$ cat src/rtl/exe_stage_mc.sv
// exe_stage_mc: execute stage with registered outputs.
// Single-cycle ALU ops and branch resolution, plus an optional iterative
// unsigned MUL/DIV/REM unit that retires one bit per cycle.
// Optional feature macro: EXE_MDU_EN (defined = iterative multiply/divide unit,
// undefined = codes 1100-1110 complete in one cycle with result 0, busy tied 0).
module exe_stage_mc #(
   parameter int XLEN     = 32,
   parameter int BR_SHIFT = 2
) (
   input  logic            clk,
   input  logic            rst,
   input  logic            in_valid,
   input  logic            flush,
   input  logic [3:0]      exe_cmd,
   input  logic [XLEN-1:0] val1,
   input  logic [XLEN-1:0] val2,
   input  logic [XLEN-1:0] val_src2,
   input  logic [XLEN-1:0] pc,
   input  logic [1:0]      br_type,
   output logic            out_valid,
   output logic [XLEN-1:0] alu_result,
   output logic [XLEN-1:0] br_addr,
   output logic            br_taken,
   output logic            busy
);

   localparam int CW = $clog2(XLEN);

   localparam logic [3:0] CMD_ADD = 4'b0000;
   localparam logic [3:0] CMD_SUB = 4'b0010;
   localparam logic [3:0] CMD_AND = 4'b0100;
   localparam logic [3:0] CMD_OR  = 4'b0101;
   localparam logic [3:0] CMD_NOR = 4'b0110;
   localparam logic [3:0] CMD_XOR = 4'b0111;
   localparam logic [3:0] CMD_SLL = 4'b1001;
   localparam logic [3:0] CMD_SRA = 4'b1010;
   localparam logic [3:0] CMD_SRL = 4'b1011;

   logic [CW-1:0]   shamt;
   logic [XLEN-1:0] sc_result;
   logic [XLEN-1:0] sc_br_addr;
   logic            sc_br_taken;

   // Single-cycle ALU result and branch resolution from the live operands.
   always_comb begin
      shamt       = val2[CW-1:0];
      sc_result   = '0;
      sc_br_addr  = pc + (val2 << BR_SHIFT);
      sc_br_taken = 1'b0;
      case (exe_cmd)
         CMD_ADD: sc_result = val1 + val2;
         CMD_SUB: sc_result = val1 - val2;
         CMD_AND: sc_result = val1 & val2;
         CMD_OR:  sc_result = val1 | val2;
         CMD_NOR: sc_result = ~(val1 | val2);
         CMD_XOR: sc_result = val1 ^ val2;
         CMD_SLL: sc_result = val1 << shamt;
         CMD_SRA: sc_result = $unsigned($signed(val1) >>> shamt);
         CMD_SRL: sc_result = val1 >> shamt;
         default: sc_result = '0;
      endcase
      case (br_type)
         2'b01:   sc_br_taken = (val1 == '0);
         2'b10:   sc_br_taken = (val1 != val_src2);
         2'b11:   sc_br_taken = 1'b1;
         default: sc_br_taken = 1'b0;
      endcase
   end

`ifdef EXE_MDU_EN

   typedef enum logic [1:0] {
      S_IDLE,
      S_RUN,
      S_DONE
   } state_t;

   localparam logic [1:0] OP_MUL = 2'b00;
   localparam logic [1:0] OP_DIV = 2'b01;

   state_t          state_q, state_d;
   logic [CW-1:0]   cnt_q, cnt_d;
   logic [1:0]      op_q, op_d;
   logic [XLEN-1:0] a_q, a_d;
   logic [XLEN-1:0] b_q, b_d;
   logic [XLEN-1:0] acc_q, acc_d;
   logic            out_valid_q, out_valid_d;
   logic [XLEN-1:0] result_q, result_d;
   logic [XLEN-1:0] br_addr_q, br_addr_d;
   logic            br_taken_q, br_taken_d;
   logic            busy_q, busy_d;

   logic            accept;
   logic            is_mdu_cmd;
   logic [XLEN-1:0] mul_acc;
   logic [XLEN:0]   div_shift;
   logic            div_ge;
   logic [XLEN-1:0] div_rem;
   logic [XLEN-1:0] div_quo;

   // One shift-add (multiply) or restoring (divide) step on the latched operands.
   // a_q holds the multiplicand / the dividend shifting into the quotient,
   // b_q holds the multiplier / the divisor, acc_q the product / partial remainder.
   // A zero divisor naturally yields an all-ones quotient and remainder = dividend.
   always_comb begin
      accept     = in_valid & ~busy_q & ~flush;
      is_mdu_cmd = (exe_cmd == 4'b1100) || (exe_cmd == 4'b1101) || (exe_cmd == 4'b1110);
      mul_acc    = b_q[0] ? (acc_q + a_q) : acc_q;
      div_shift  = {acc_q, a_q[XLEN-1]};
      div_ge     = (div_shift >= {1'b0, b_q});
      div_rem    = div_ge ? (div_shift[XLEN-1:0] - b_q) : div_shift[XLEN-1:0];
      div_quo    = {a_q[XLEN-2:0], div_ge};
   end

   // Next-state logic for the IDLE/RUN/DONE sequencer and all registered outputs.
   always_comb begin
      state_d     = state_q;
      cnt_d       = cnt_q;
      op_d        = op_q;
      a_d         = a_q;
      b_d         = b_q;
      acc_d       = acc_q;
      out_valid_d = 1'b0;
      result_d    = result_q;
      br_addr_d   = br_addr_q;
      br_taken_d  = br_taken_q;
      busy_d      = busy_q;
      case (state_q)
         S_IDLE: begin
            if (accept) begin
               br_addr_d = sc_br_addr;
               if (is_mdu_cmd) begin
                  state_d    = S_RUN;
                  cnt_d      = '0;
                  op_d       = exe_cmd[1:0];
                  a_d        = val1;
                  b_d        = val2;
                  acc_d      = '0;
                  br_taken_d = 1'b0;
                  busy_d     = 1'b1;
               end else begin
                  out_valid_d = 1'b1;
                  result_d    = sc_result;
                  br_taken_d  = sc_br_taken;
               end
            end
         end
         S_RUN: begin
            cnt_d = cnt_q + CW'(1);
            if (op_q == OP_MUL) begin
               acc_d = mul_acc;
               a_d   = a_q << 1;
               b_d   = b_q >> 1;
            end else begin
               acc_d = div_rem;
               a_d   = div_quo;
            end
            if (cnt_q == CW'(XLEN - 1)) begin
               state_d     = S_DONE;
               out_valid_d = 1'b1;
               if (op_q == OP_MUL) begin
                  result_d = mul_acc;
               end else if (op_q == OP_DIV) begin
                  result_d = div_quo;
               end else begin
                  result_d = div_rem;
               end
            end
         end
         S_DONE: begin
            state_d = S_IDLE;
            busy_d  = 1'b0;
         end
         default: begin
            state_d = S_IDLE;
            busy_d  = 1'b0;
         end
      endcase
      if (flush) begin
         state_d     = S_IDLE;
         busy_d      = 1'b0;
         out_valid_d = 1'b0;
         result_d    = result_q;
         br_addr_d   = br_addr_q;
         br_taken_d  = br_taken_q;
      end
   end

   // Sequencer state, datapath and output registers; async active-low clear.
   always_ff @(posedge clk or negedge rst) begin
      if (!rst) begin
         state_q     <= S_IDLE;
         cnt_q       <= '0;
         op_q        <= '0;
         a_q         <= '0;
         b_q         <= '0;
         acc_q       <= '0;
         out_valid_q <= 1'b0;
         result_q    <= '0;
         br_addr_q   <= '0;
         br_taken_q  <= 1'b0;
         busy_q      <= 1'b0;
      end else begin
         state_q     <= state_d;
         cnt_q       <= cnt_d;
         op_q        <= op_d;
         a_q         <= a_d;
         b_q         <= b_d;
         acc_q       <= acc_d;
         out_valid_q <= out_valid_d;
         result_q    <= result_d;
         br_addr_q   <= br_addr_d;
         br_taken_q  <= br_taken_d;
         busy_q      <= busy_d;
      end
   end

   assign busy = busy_q;

`else

   logic            out_valid_q, out_valid_d;
   logic [XLEN-1:0] result_q, result_d;
   logic [XLEN-1:0] br_addr_q, br_addr_d;
   logic            br_taken_q, br_taken_d;
   logic            accept;

   // Without the multiply/divide unit every op, including 1100-1110, retires next cycle.
   always_comb begin
      accept      = in_valid & ~flush;
      out_valid_d = accept;
      result_d    = result_q;
      br_addr_d   = br_addr_q;
      br_taken_d  = br_taken_q;
      if (accept) begin
         result_d   = sc_result;
         br_addr_d  = sc_br_addr;
         br_taken_d = sc_br_taken;
      end
   end

   // Output registers; async active-low clear.
   always_ff @(posedge clk or negedge rst) begin
      if (!rst) begin
         out_valid_q <= 1'b0;
         result_q    <= '0;
         br_addr_q   <= '0;
         br_taken_q  <= 1'b0;
      end else begin
         out_valid_q <= out_valid_d;
         result_q    <= result_d;
         br_addr_q   <= br_addr_d;
         br_taken_q  <= br_taken_d;
      end
   end

   assign busy = 1'b0;

`endif

   assign out_valid  = out_valid_q;
   assign alu_result = result_q;
   assign br_addr    = br_addr_q;
   assign br_taken   = br_taken_q;

endmodule

$ cat config.mk
export PLATFORM = sky130hd
export DESIGN_NAME = exe_stage_mc
export DESIGN_NICKNAME = d
export VERILOG_FILES = /design/src/rtl/exe_stage_mc.sv
export SDC_FILE = /design/constraint.sdc
export NUM_CORES = 1
export LEC_CHECK = 0
export CAP_MARGIN = 15
export CORE_ASPECT_RATIO = 1.75
export CORE_UTILIZATION = 50
export DETAILED_ROUTE_END_ITERATION = 6
export PLACE_DENSITY = 0.8
export RECOVER_POWER = 50
export REMOVE_ABC_BUFFERS = 1
export SYNTH_ARGS = -nofsm -noshare
export SYNTH_HDL_FRONTEND = slang
export SYNTH_SLANG_ARGS = --single-unit
$ cat constraint.sdc
create_clock -name clk -period 1.9 [get_ports clk]
set_input_delay 0.19 -clock clk [delete_from_list [all_inputs] [get_ports clk]]
set_output_delay 0.19 -clock clk [all_outputs]
set_load 0.01 [all_outputs]
==> impl_results.md, run 1 <==
* GRT Total Usage at 0.7920
* Error: [ERROR GRT-0116] Global routing finished with congestion. Check the congestion regions in the DRC Viewer.
* Vias in the first global route at ~23000
* CTS root buf: clkbuf_16
* #FFs+latches synth at 66
* Top cell type's share of synthesized area at 0.1359
* Cells after Synth at around 1700
* Status: stopped before the end
* Distinct cells, synth at 77
* Warnings from Yosys at 0
* Number of synthesized flops with an enable pin at 0
* Global-route wire length before repair at about 150000 um
* H-tree levels at 3
* Mapped Area at roughly 0.012 sq mm
* Detail Placement HPWL at between 50000 and 60000 um
* Die span in x at around 120 um
* Largest net degree at the start of global routing at 82
* Post-synth top flop: dfrtp_1
* Stopped at: global routing (5_1_grt)
* Num rows at 75
* Clock Path Buffers at 2
* Syn avg cell area at between 7 and 8 sq um
* Top post-synthesis cells by area: dfrtp_1 (14%), ha_1 (13%), mux2i_1 (7.4%), o21ai_0 (6.5%), a21oi_1 (6.4%)
* I/O Buffers at about 200
* Clk sinks at 66
* Initial core utilization at 0.5080
* Post-synth ARST share at 1.000
* DIE HEIGHT at between 200 and 250 um
* Dominant cell type by area after synthesis: dfrtp_1
* TritonCTS Buffers at 9
* Total congestion overflow at about 400
* Seq/Total Area, Yosys at 0.1359
* RD Place Congestion at around 1.1
* IO Count at about 210
cells by family after synthesis:
family,after synthesis,synth area share
compound gates,570,0.2941
simple gates,481,0.1791
other cells,1,0.0003085
flops,66,0.1359
buf+inv,206,0.06525
fa+ha+maj,128,0.1330
mux,123,0.1139
xor+xnor,109,0.07853
cells in the mapped netlist (all sizes together) (11+ instances only):
library cell  instances
nand4                13
clkbuf               86
ha                  126
mux2                 23
mux2i                90
nand2               201
xnor2                68
a21oi               156
inv                  84
o31ai                11
nor4                 17
nand3                21
and3                 13
nor2                139
dfrtp                66
a31oi                23
a22oi                15
buf                  34
o221ai               13
a211oi               39
nand2b               16
o211ai               18
a221oi               12
nor3                 26
o21ai               165
xor2                 41
a21o                 21
per-stage QoR:
step	instance area, sq um	hold WS [ns]	setup WS (ns)	setup TNS (ns)	instances
after CTS	20590	0.1735	-1.574	-36.05	2689
after detailed placement	18000	0.1169	-2.316	-87.34	2586
after global placement	18000	0.1173	-2.228	-82.63	2586
after floorplan	11690	-0.1056	-2.288	-80.79	1564
per-layer routing:
layer | GRT usage | GRT overflow
met2 | 0.9952 | 253
met4 | 0.8733 | 130
met5 | 0.09879 | 0
met1 | 0.7770 | 12
met3 | 0.5792 | 10
timing repair:
| item | in CTS |
|---|---|
| setup endpoints to repair | 57 |
| hold endpoints to repair | 15 |
| hold buffers | 1 |
| gates resized for setup | 481 |
| pin swaps | 177 |
| setup buffers | 85 |
| cloned | 4 |
==> inputs of run 2 (changes only) <==
--- a/config.mk
+++ b/config.mk
@@ -6,10 +6,9 @@
 export NUM_CORES = 1
 export LEC_CHECK = 0
 export CAP_MARGIN = 15
-export CORE_ASPECT_RATIO = 1.75
-export CORE_UTILIZATION = 50
+export CORE_UTILIZATION = 35
 export DETAILED_ROUTE_END_ITERATION = 6
-export PLACE_DENSITY = 0.8
+export PLACE_DENSITY_LB_ADDON = 0.15
 export RECOVER_POWER = 50
 export REMOVE_ABC_BUFFERS = 1
 export SYNTH_ARGS = -nofsm -noshare
==> impl_results.md, run 2 <==
* Clock transition at path regs at roughly 0.070 ns
* Unrepaired setup endpoints after global routing: true
* Static Leak at approximately 9.9 nW
* Fin. Hold Viols at 0
* Cells after Synth at 1684 (unchanged)
* Die span in x at 188.4 um (+57%)
* H-tree levels at 3 (unchanged)
* Routed Antenna Nets at 0
* Post-synth top flop: dfrtp_1
* Status: finished, violations left
* Top cell type's share of synthesized area at 0.1359 (unchanged)
* Reg2reg setup slack at 0.85 ns
* Skew final at 0 ns
* Cell Count Post-Placement at 2734 (+5.7%)
* Top post-synthesis cells by count: nand2_1 (200), o21ai_0 (158), a21oi_1 (156), nor2_1 (139), ha_1 (126)
* Cell with the most instances after synthesis: nand2_1
* Worst-skew pair later-pin latency at 0.39 ns
* Detail Placement HPWL at 50250 um (-1.2%)
* CP Data Arrival Time at 3.74 ns
* Worst-margin pin slew at 0.9390 ns
* CTS root buf: clkbuf_16
* Hold worst-path end: br_addr[2]
* Clk sinks at 66 (unchanged)
* Setup crit end kind: register
* Initial core utilization at 0.3589 (-0.1491)
* Total number of vias at between 15000 and 20000
* TritonCTS Buffers at 9 (unchanged)
* Worst hold stages at 4
* Minimum clock period at around 3.5 ns
* Crit-path max cell delay at 0.55 ns
* Vias in the first global route at 15745
* Max Cap Viol at 0
* P&R area growth vs syn at 73.71%
* Die area at around 0.035 sq mm
* Routed len/inst at approximately 24 um
* Number of synthesized flops with an enable pin at 0 (unchanged)
* Hold WC Path Type: input port to register
* Violated checks: negative setup slack
* First drt pass iteration count at 6
* Final-layout fill cell count at a little over 3000
* Worst path cell trace: buf_6 > or4_4 > nor3_4 > and3_4 > nand2_4 > or3_4 > or3_4 > o21ai_2 > xnor2_1 > ha_1 > a211o_1 > nor3_2 > a211oi_2 > nor2_1 > xnor2_1 > o221ai_1
* Distinct cells, synth at 77 (unchanged)
* Global-route wire length before repair at ~98000 um
* IO Count at 205 (unchanged)
* GRT Total Usage at 0.3697
* R2r worst-path depth at 4
* Core area at roughly 0.034 sq mm
* Nets at approximately 2600
* I/O Buffers at 203 (unchanged)
* WP data required at around 2.2 ns
* Fmax at between 200 and 300 MHz
* Final WS setup at -1.588 ns
* Seq/Total Area, Yosys at 0.1359 (unchanged)
* Mapped Area at 0.01216 sq mm (unchanged)
* Post-synth ARST share at 1.000 (unchanged)
* Hold Slack at between 0.2 and 0.3 ns
* Most common cell after layout, fill and taps aside: buf_4
* Initial antenna violation count at 1
* Initial drt markers at approximately 1700
* RR Endpoint: alu_result[20]
* Syn avg cell area at 7.219 sq um (unchanged)
* CP Class: input port to register
* Power per Cell Area at slightly below 500 mW/mm^2
* Final period utilization at 1.836
* Dominant cell type by area after synthesis: dfrtp_1
* Critical path's top delay family: simple AND/OR/NAND/NOR gates
* Post-Layout Inst Area at between 0.02 and 0.025 sq mm
* Setup violations, final at 54
* Clock Path Buffers at 2 (unchanged)
* Warnings from Yosys at 0 (unchanged)
* Largest net degree at the start of global routing at 65
* Hold_sp: pc[2]
* Reg2reg start: alu_result[20]
* Total Routed Length at about 67000 um
* Max-slew violations at 0
* Worst setup SP type: input port
* RD Place Congestion at 0.9990 (-8.1%)
* Critical path buffers and inverters at 1
* #FFs+latches synth at 66 (unchanged)
* Finished Layout Cells at approximately 2800
* Crit path depth at 16
* DIE HEIGHT at 188.4 um (-9.6%)
* Vias per inst at between 5 and 6
* Num rows at 67 (-11%)
* Total congestion overflow at 0
* Share of layout cells above drive strength 1 at 0.3771
* CTS tree: done
* Slew HR at 0.3740
* Placed instance area at 0.01825 sq mm (+1.4%)
* Maximum VDD drop at 463.0 uV
* Top post-synthesis cells by area: dfrtp_1 (14%), ha_1 (13%), mux2i_1 (7.4%), o21ai_0 (6.5%), a21oi_1 (6.4%)
* Crit-path slowest cell: or4_4
* Critical path peak fanout at 4
* DRC at 0
* Most frequent cells in the layout: buf_4 (510), nand2_1 (188), clkdlybuf4s50_1 (138)
-- run 2: cell counts after synthesis --
Identical to the previous run, type by type.
-- run 2: repair_timing --
action	CTS	global route
cloned	5	1
buffers inserted	51	33
resized for setup	376	156
pin swaps	147	78
endpoints found under the hold margin	28	0
hold buffers	1	0
setup endpoints to repair	58	55
-- run 2: cells by family after synthesis --
group / count (synthesis) / synth area share
mux: 123 / 0.1139
fa+ha+maj: 128 / 0.1330
flops: 66 / 0.1359
buf+inv: 206 / 0.06525
simple gates: 481 / 0.1791
compound gates: 570 / 0.2941
xor+xnor: 109 / 0.07853
other cells: 1 / 0.0003085
-- run 2: layout make-up --
class | count | area (sq um) | area share
repair buffers | 804 | 7119 | 0.3371
well taps | 448 | 560.5 | 0.02654
clock buffers | 10 | 239.0 | 0.01132
clock inverters | 6 | 88.84 | 0.004207
diodes | 2 | 5.005 | 0.0002370
flip-flops and latches | 66 | 1652 | 0.07821
multi-input cells | 1412 | 11130 | 0.5271
inverters | 86 | 322.8 | 0.01529
-- run 2: worst max-delay path by stage --
| stage | slack (ns) | to | from |
|---|---|---|---|
| finish | -1.59 | alu_result[31] | val2[8] |
| global route | -1.73 | alu_result[31] | val2[8] |
| CTS | -1.58 | alu_result[31] | val2[8] |
| detailed placement | -2.42 | alu_result[31] | val2[10] |
| global placement | -2.31 | alu_result[29] | val2[10] |
| floorplan | -2.29 | alu_result[29] | exe_cmd[0] |
-- run 2: per-layer routing --
metal / vias up / track usage / wire [um]
met5: - / 0 / 0
met4: 0 / 0.1591 / 3153
met3: 167 / 0.07078 / 5787
met2: 791 / 0.5758 / 29700
met1: 7897 / 0.4956 / 28770
li1: 7539 / - / -
-- run 2: per-stage QoR --
step | power, W | TNS [ns] | setup WS (ns) | util
6_report | 0.01040 | -41.21 | -1.588 | 0.6235
4_1_cts | 0.009973 | -39.58 | -1.576 | 0.6009
5_1_grt | 0.01087 | -47.19 | -1.731 | 0.6234
3_5_place_dp | 0.007188 | -86.49 | -2.421 | 0.5388
3_3_place_gp | 0.007161 | -84.98 | -2.314 | 0.5388
2_1_floorplan | 0.004039 | -80.79 | -2.288 | -
-- run 2: where the power goes --
group          total [W]  switching [W]  internal (W)  leakage [nW]
clock            0.00205       0.000861       0.00119         0.155
sequential       0.00176       0.000133       0.00162         0.853
combinational    0.00659        0.00331       0.00328          8.87
-- run 2: tightest hold or removal path: stages --
cell and delay, ns:
dlygate4sd2_1 0.23, ha_4 0.12, nand2_1 0.04, nand2_1 0.05
Power figures use the tool's default switching activity.
